===== src/rtl/step_dir_move_decoder_pkg.sv =====
// Shared board geometry, cell/move record types and decoder FSM states.
// The cell index is row*COLS + col and always fits in 5 bits.
package klotski_motion_pkg;

  localparam int COLS = 4;
  localparam int ROWS = 5;

  typedef logic [4:0] cell_t;

  typedef struct packed {
    cell_t start_cell;
    cell_t end_cell;
  } move_rec_t;

  typedef enum logic [1:0] {
    S_IDLE  = 2'd0,
    S_CARRY = 2'd1,
    S_PUSH  = 2'd2
  } state_t;

  function automatic cell_t cell_of(input int row, input int col, input int ncols);
    return cell_t'(row * ncols + col);
  endfunction

endpackage


===== src/rtl/step_dir_move_decoder_step_axis_tracker.sv =====
// One motion axis: synchronizes step/direction, counts sub-steps and cells.
// coord_next_o is the post-step coordinate, valid in the cycle the synchronized edge is seen.
module step_axis_tracker #(
  parameter int STEPS_PER_CELL = 200,
  parameter int NCELLS         = 4,
  parameter int SYNC_STAGES    = 2,
  localparam int SW = (STEPS_PER_CELL > 1) ? $clog2(STEPS_PER_CELL) : 1,
  localparam int CW = (NCELLS > 1) ? $clog2(NCELLS) : 1
) (
  input  logic          i_Clk,
  input  logic          i_rst_n,
  input  logic          step_i,
  input  logic          dir_i,
  input  logic          clear_i,
  output logic [CW-1:0] coord_next_o,
  output logic          range_err_o
);

  localparam logic [SW-1:0] SUB_MAX   = SW'(STEPS_PER_CELL - 1);
  localparam logic [CW-1:0] COORD_MAX = CW'(NCELLS - 1);

  logic [SYNC_STAGES-1:0] step_sync_q;
  logic [SYNC_STAGES-1:0] dir_sync_q;
  logic                   step_prev_q;
  logic [SW-1:0]          sub_q, sub_d;
  logic [CW-1:0]          coord_q, coord_d;
  logic                   step_rise;
  logic                   dir_s;

  // Direction is taken from the same stage as the step so both see equal delay.
  assign step_rise = step_sync_q[SYNC_STAGES-1] & ~step_prev_q;
  assign dir_s     = dir_sync_q[SYNC_STAGES-1];

  always_comb begin
    sub_d       = sub_q;
    coord_d     = coord_q;
    range_err_o = 1'b0;
    if (clear_i) begin
      sub_d   = '0;
      coord_d = '0;
    end else if (step_rise) begin
      if (dir_s) begin
        if (sub_q != SUB_MAX) begin
          sub_d = sub_q + 1'b1;
        end else if (coord_q == COORD_MAX) begin
          range_err_o = 1'b1;
        end else begin
          sub_d   = '0;
          coord_d = coord_q + 1'b1;
        end
      end else begin
        if (sub_q != '0) begin
          sub_d = sub_q - 1'b1;
        end else if (coord_q == '0) begin
          range_err_o = 1'b1;
        end else begin
          sub_d   = SUB_MAX;
          coord_d = coord_q - 1'b1;
        end
      end
    end
  end

  assign coord_next_o = coord_d;

  always_ff @(posedge i_Clk or negedge i_rst_n) begin
    if (!i_rst_n) begin
      step_sync_q <= '0;
      dir_sync_q  <= '0;
      step_prev_q <= 1'b0;
      sub_q       <= '0;
      coord_q     <= '0;
    end else begin
      step_sync_q <= (step_sync_q << 1) | SYNC_STAGES'(step_i);
      dir_sync_q  <= (dir_sync_q << 1) | SYNC_STAGES'(dir_i);
      step_prev_q <= step_sync_q[SYNC_STAGES-1];
      sub_q       <= sub_d;
      coord_q     <= coord_d;
    end
  end

endmodule


===== src/rtl/step_dir_move_decoder.sv =====
// Rebuilds carriage cell from step/dir pulses and queues magnet-on..off moves.
// o_cell lags a completing raw step by SYNC_STAGES+1 cycles; a full FIFO drops new records.
module step_dir_move_decoder #(
  parameter int STEPS_PER_CELL = 200,
  parameter int COLS           = klotski_motion_pkg::COLS,
  parameter int ROWS           = klotski_motion_pkg::ROWS,
  parameter int SYNC_STAGES    = 2,
  parameter int FIFO_DEPTH     = 4
) (
  input  logic       i_Clk,
  input  logic       i_rst_n,
  input  logic       i_step_x,
  input  logic       i_direction_x,
  input  logic       i_step_y,
  input  logic       i_direction_y,
  input  logic       i_magnet,
  input  logic       i_clear,
  output logic [4:0] o_cell,
  output logic       o_carrying,
  output logic       o_move_valid,
  input  logic       i_move_ready,
  output logic [4:0] o_move_start,
  output logic [4:0] o_move_end,
  output logic       o_err_range,
  output logic       o_err_overflow
);

  import klotski_motion_pkg::cell_t;
  import klotski_motion_pkg::move_rec_t;
  import klotski_motion_pkg::state_t;
  import klotski_motion_pkg::S_IDLE;
  import klotski_motion_pkg::S_CARRY;
  import klotski_motion_pkg::S_PUSH;
  import klotski_motion_pkg::cell_of;

  localparam int XW = (COLS > 1) ? $clog2(COLS) : 1;
  localparam int YW = (ROWS > 1) ? $clog2(ROWS) : 1;
  localparam int AW = $clog2(FIFO_DEPTH);
  localparam int NW = AW + 1;

  logic [XW-1:0] col_next;
  logic [YW-1:0] row_next;
  logic          x_range_err, y_range_err;

  step_axis_tracker #(
    .STEPS_PER_CELL(STEPS_PER_CELL),
    .NCELLS        (COLS),
    .SYNC_STAGES   (SYNC_STAGES)
  ) u_axis_x (
    .i_Clk       (i_Clk),
    .i_rst_n     (i_rst_n),
    .step_i      (i_step_x),
    .dir_i       (i_direction_x),
    .clear_i     (i_clear),
    .coord_next_o(col_next),
    .range_err_o (x_range_err)
  );

  step_axis_tracker #(
    .STEPS_PER_CELL(STEPS_PER_CELL),
    .NCELLS        (ROWS),
    .SYNC_STAGES   (SYNC_STAGES)
  ) u_axis_y (
    .i_Clk       (i_Clk),
    .i_rst_n     (i_rst_n),
    .step_i      (i_step_y),
    .dir_i       (i_direction_y),
    .clear_i     (i_clear),
    .coord_next_o(row_next),
    .range_err_o (y_range_err)
  );

  logic [SYNC_STAGES-1:0] mag_sync_q;
  logic                   mag_prev_q;
  logic                   mag_rise, mag_fall;
  cell_t                  cell_q, cell_d;
  cell_t                  start_q;
  state_t                 state_q;
  logic                   carrying_q;
  logic                   err_range_q, err_ovf_q;

  assign mag_rise = mag_sync_q[SYNC_STAGES-1] & ~mag_prev_q;
  assign mag_fall = ~mag_sync_q[SYNC_STAGES-1] & mag_prev_q;
  assign cell_d   = cell_of(int'(row_next), int'(col_next), COLS);

  always_ff @(posedge i_Clk or negedge i_rst_n) begin
    if (!i_rst_n) begin
      mag_sync_q  <= '0;
      mag_prev_q  <= 1'b0;
      cell_q      <= '0;
      err_range_q <= 1'b0;
    end else begin
      mag_sync_q  <= (mag_sync_q << 1) | SYNC_STAGES'(i_magnet);
      mag_prev_q  <= mag_sync_q[SYNC_STAGES-1];
      cell_q      <= cell_d;
      if (i_clear) begin
        err_range_q <= 1'b0;
      end else if (x_range_err || y_range_err) begin
        err_range_q <= 1'b1;
      end
    end
  end

  // S_PUSH sees cell_q already updated by a step landing with the magnet fall.
  always_ff @(posedge i_Clk or negedge i_rst_n) begin
    if (!i_rst_n) begin
      state_q    <= S_IDLE;
      start_q    <= '0;
      carrying_q <= 1'b0;
    end else if (i_clear) begin
      state_q    <= S_IDLE;
      carrying_q <= 1'b0;
    end else begin
      case (state_q)
        S_IDLE: begin
          if (mag_rise) begin
            start_q    <= cell_q;
            state_q    <= S_CARRY;
            carrying_q <= 1'b1;
          end
        end
        S_CARRY: begin
          if (mag_fall) begin
            state_q    <= S_PUSH;
            carrying_q <= 1'b0;
          end
        end
        S_PUSH: begin
          state_q <= S_IDLE;
        end
        default: begin
          state_q    <= S_IDLE;
          carrying_q <= 1'b0;
        end
      endcase
    end
  end

  move_rec_t         mem_q [FIFO_DEPTH];
  move_rec_t         push_rec, head_q, head_d;
  logic [AW-1:0]     wr_q, wr_d, rd_q, rd_d;
  logic [NW-1:0]     cnt_q, cnt_d;
  logic              push, pop, full, push_ok, overflow;

  assign push     = (state_q == S_PUSH) && !i_clear;
  assign push_rec = '{start_cell: start_q, end_cell: cell_q};

  always_comb begin
    pop      = (cnt_q != '0) && i_move_ready;
    full     = (cnt_q == NW'(FIFO_DEPTH));
    push_ok  = push && (!full || pop);
    overflow = push && full && !pop;
    wr_d     = push_ok ? wr_q + 1'b1 : wr_q;
    rd_d     = pop ? rd_q + 1'b1 : rd_q;
    cnt_d    = cnt_q;
    if (push_ok && !pop) begin
      cnt_d = cnt_q + 1'b1;
    end else if (!push_ok && pop) begin
      cnt_d = cnt_q - 1'b1;
    end
    // The new head is the record being written when it lands in the head slot.
    head_d = '0;
    if (cnt_d != '0) begin
      head_d = (push_ok && (rd_d == wr_q)) ? push_rec : mem_q[rd_d];
    end
  end

  always_ff @(posedge i_Clk) begin
    if (push_ok) begin
      mem_q[wr_q] <= push_rec;
    end
  end

  always_ff @(posedge i_Clk or negedge i_rst_n) begin
    if (!i_rst_n) begin
      wr_q      <= '0;
      rd_q      <= '0;
      cnt_q     <= '0;
      head_q    <= '0;
      err_ovf_q <= 1'b0;
    end else begin
      wr_q   <= wr_d;
      rd_q   <= rd_d;
      cnt_q  <= cnt_d;
      head_q <= head_d;
      if (i_clear) begin
        err_ovf_q <= 1'b0;
      end else if (overflow) begin
        err_ovf_q <= 1'b1;
      end
    end
  end

  assign o_cell         = cell_q;
  assign o_carrying     = carrying_q;
  assign o_move_valid   = (cnt_q != '0);
  assign o_move_start   = head_q.start_cell;
  assign o_move_end     = head_q.end_cell;
  assign o_err_range    = err_range_q;
  assign o_err_overflow = err_ovf_q;

endmodule

===== config.mk =====
export PLATFORM = sky130hd
export DESIGN_NAME = step_dir_move_decoder
export DESIGN_NICKNAME = d
export VERILOG_FILES = /design/src/rtl/step_dir_move_decoder_pkg.sv /design/src/rtl/step_dir_move_decoder_step_axis_tracker.sv /design/src/rtl/step_dir_move_decoder.sv
export SDC_FILE = /design/constraint.sdc
export NUM_CORES = 1
export LEC_CHECK = 0
export CAP_MARGIN = 20
export CORE_UTILIZATION = 51
export DETAILED_ROUTE_END_ITERATION = 10
export PLACE_DENSITY = 0.69
export SYNTH_ARGS = -nofsm -noshare
export SYNTH_HDL_FRONTEND = slang
export SYNTH_SLANG_ARGS = --single-unit
export TNS_END_PERCENT = 1

===== constraint.sdc =====
create_clock -name i_Clk -period 2.5 [get_ports i_Clk]
set_input_delay 0.375 -clock i_Clk [delete_from_list [all_inputs] [get_ports i_Clk]]
set_output_delay 0.375 -clock i_Clk [all_outputs]
set_load 0.02 [all_outputs]

==> reports/metrics.cfg <==
[worst_setup_path]
crit_fanout=11
end_kind=register
startpoint_type=register
rr_worst_depth=9
cp_slowest_stage_delay_ps=450
path_delay_family=compound AO/OA/AOI/OAI gates
worst_path_most_repeated_cell=inv_1
critPathArrivalTime_ps=2590
crit_type=register to register
critPathRequiredTime_ps=2760
slowest_stage=dfrtp_1
cp_cell_sequence=inv_1 > ha_1 > nor2b_4 > inv_1 > nand3_1 > a211oi_1 > o31a_2 > mux2i_1 > nor2_1
crit_cells=9
worst-path-buf-inv=2

[synth]
synth_edf_count=40
synth_cell_types=71
syn_inst=503
ys_seq_area_share_pct=50.67
ys_ff_latch=101
synth_fp_nets=530
synthFlopType=dfrtp_1
syn_area_mm2=0.005383
syn_area_per_cell_um2=10.70
yosys_warnings=0
synthArstFlopShare_pct=60.40

[final_layout]
mostFrequentLayoutCell=dfrtp_1
nets=560
regArea_mm2=0.002728
final_cell_mix=61 x dfrtp_1, 47 x nor2_1, 40 x edfxtp_1
final_layout_size_suffix_gt1_share_pct=11.71
final_area_mm2=0.006095
multi_input_area_mm2=0.002410
nFillCells=897
antenna-diode-count=0
area_delta_synth_final_pct=13.23

[floorplanning]
row_count=37
die_y_um=104.7
chipWidth_um=104.7
start_util_pct=52.37
die_area_mm2=0.01097
coreArea_mm2=0.01028
io_pins=28

[global_route]
grtUsageTotal_pct=22.64
grt_max_degree=26
grt_pass1_vias=3840
grt_overflow=0
antenna_found_initial=0
grt_pass1_wl_mm=19.58

[sta]
final.setup.tns_ps=0
slew_violations=0
setup_viol=0
worst_pin_slew_ps=546.3
fin_crit_ps=2335
max_clock_freq_ghz=0.4283
hold_viol=13
rsz0062_at_grt=no
slew_headroom_pct=63.07
whs_ps=-9.460
fin_skew_ps=11.71
fin_crit_sh_pct=93.38

[routing]
via_per_inst=5.930
first_iter_violations=212
ant_nets=0
drt_wl_total_mm=11.63
firstDrtPassIters=5
route.detailed.drc=0
routed-via-count=3997
routedWlPerCell_um=17.26

[place]
gp_routability_congestion=0.8558
place_area_mm2=0.005881
dp_hpwl_mm=7.891
portBuffers=27

[clocking]
htree_levels=3
clkTransAtPathRegs_ps=100
cts_max_path_buffers=2
cts_tree=done
cts.sinks=101
clk_latency_ps=360
cts_resized=1
cts_buffers=9
root_buffer=clkbuf_8
cts_setup_buffers=0
holdBufCountCts=0

[run_status]
failed_checks=negative hold slack
status=complete, but fails checks

[power]
power.density_mw_per_mm2=899.7
power_leakage_nw=2.396
ir_drop_mv=0.5913

[flow_run]
maxCapViolations=0

[min_path]
hold_path_class=input port to asynchronous set/reset pin

worst paths after layout:
path	start	end	slack [ps]
worst min register to register	u_axis_y.dir_sync_q[0]	u_axis_y.dir_sync_q[1]	350
min in group i_Clk	u_axis_y.dir_sync_q[0]	u_axis_y.dir_sync_q[1]	350
worst max register to register	cnt_q[0]	o_move_end[1]	170
max in group asynchronous	i_rst_n	u_axis_y.step_prev_q	1770
worst min-delay path	i_rst_n	rd_q[1]	-9
worst max-delay path	cnt_q[0]	o_move_end[1]	170
power breakdown:
group	internal, mW	leakage (nW)	switching (mW)
combinational	0.954	1.13	1.26
clock	0.516	0.103	0.577
sequential	1.94	1.16	0.235
cell families after synthesis:
| kind of cell | after synthesis | synth area share, % |
|---|---|---|
| AO/OA/AOI/OAI | 128 | 16.64 |
| adder cells (fa/ha/maj) | 19 | 4.370 |
| XOR/XNOR | 12 | 2.092 |
| AND/OR/NAND/NOR | 156 | 15.97 |
| multiplexers | 30 | 5.695 |
| flip-flops | 101 | 50.67 |
| buffers and inverters | 57 | 4.556 |
worst register-to-register path, cell delays in order (launching register included):
cell	delay [ps]
dfrtp_1	450
inv_1	90
ha_1	230
nor2b_4	170
inv_1	160
nand3_1	120
a211oi_1	260
o31a_2	450
mux2i_1	250
nor2_1	60
cell type report:
class	instances	share of cell area, %
Clock buffer	13	3.141
Timing Repair Buffer	50	7.781
Tap cell	136	2.792
Clock inverter	3	0.3901
Sequential cell	101	44.75
Multi-Input combinational cell	345	39.54
Inverter	26	1.601
sequential cells by signal, indices dropped and copies added (netlist names), 2 cells and up:
name and cells:
mem_q 40, start_q 5, o_cell 2, u_axis_y.sub_q 8
u_axis_y.step_sync_q 2, u_axis_y.coord_q 2, o_move_start 5, u_axis_y.dir_sync_q 2
u_axis_x.dir_sync_q 2, u_axis_x.step_sync_q 2, state_q 2, cnt_q 3
o_move_end 5, mag_sync_q 2, u_axis_x.sub_q 8, rd_q 2
wr_q 2
cells in the mapped netlist (5+ instances only):
cell | n | share of area (%)
a211oi_1 | 6 | 0.84
a21boi_0 | 10 | 1.4
a21oi_1 | 18 | 1.7
a22oi_1 | 10 | 1.4
and2_1 | 6 | 0.70
and3_1 | 5 | 0.58
buf_2 | 10 | 0.93
clkbuf_1 | 17 | 1.2
dfrtp_1 | 61 | 28
edfxtp_1 | 40 | 22
ha_1 | 18 | 4.2
inv_1 | 24 | 1.7
mux2_2 | 5 | 1.0
mux2i_1 | 25 | 4.6
nand2_1 | 22 | 1.5
nand3_1 | 10 | 0.93
nand4_1 | 5 | 0.58
nor2_1 | 47 | 3.3
nor3_1 | 15 | 1.4
nor4_1 | 5 | 0.58
o21ai_0 | 27 | 2.5
o21ai_1 | 5 | 0.46
o311ai_0 | 16 | 2.6
o31ai_1 | 5 | 0.70
or4_1 | 10 | 1.4
xnor2_1 | 9 | 1.5
stage by stage:
stage | setup slack, ps | std cells | utilization, % | power [mW]
2_1_floorplan | 590.3 | 503 | - | 3.748
3_3_place_gp | 151.2 | 658 | 57.22 | 4.368
3_5_place_dp | 65.15 | 658 | 57.22 | 4.414
4_1_cts | 159.3 | 674 | 59.30 | 5.507
5_1_grt | 7.170 | 674 | 59.30 | 5.849
6_report | 165.4 | 674 | 59.30 | 5.483
metal layers:
metal | GRT usage, % | share of wire [%] | vias up
met5 | 0 | 0 | -
li1 | - | - | 1932
met4 | 8.249 | 1.6 | 0
met1 | 30.76 | 46 | 1946
met2 | 37.18 | 49 | 103
met3 | 3.119 | 3.9 | 16
Note: power is estimated with default switching activity, not from simulation.
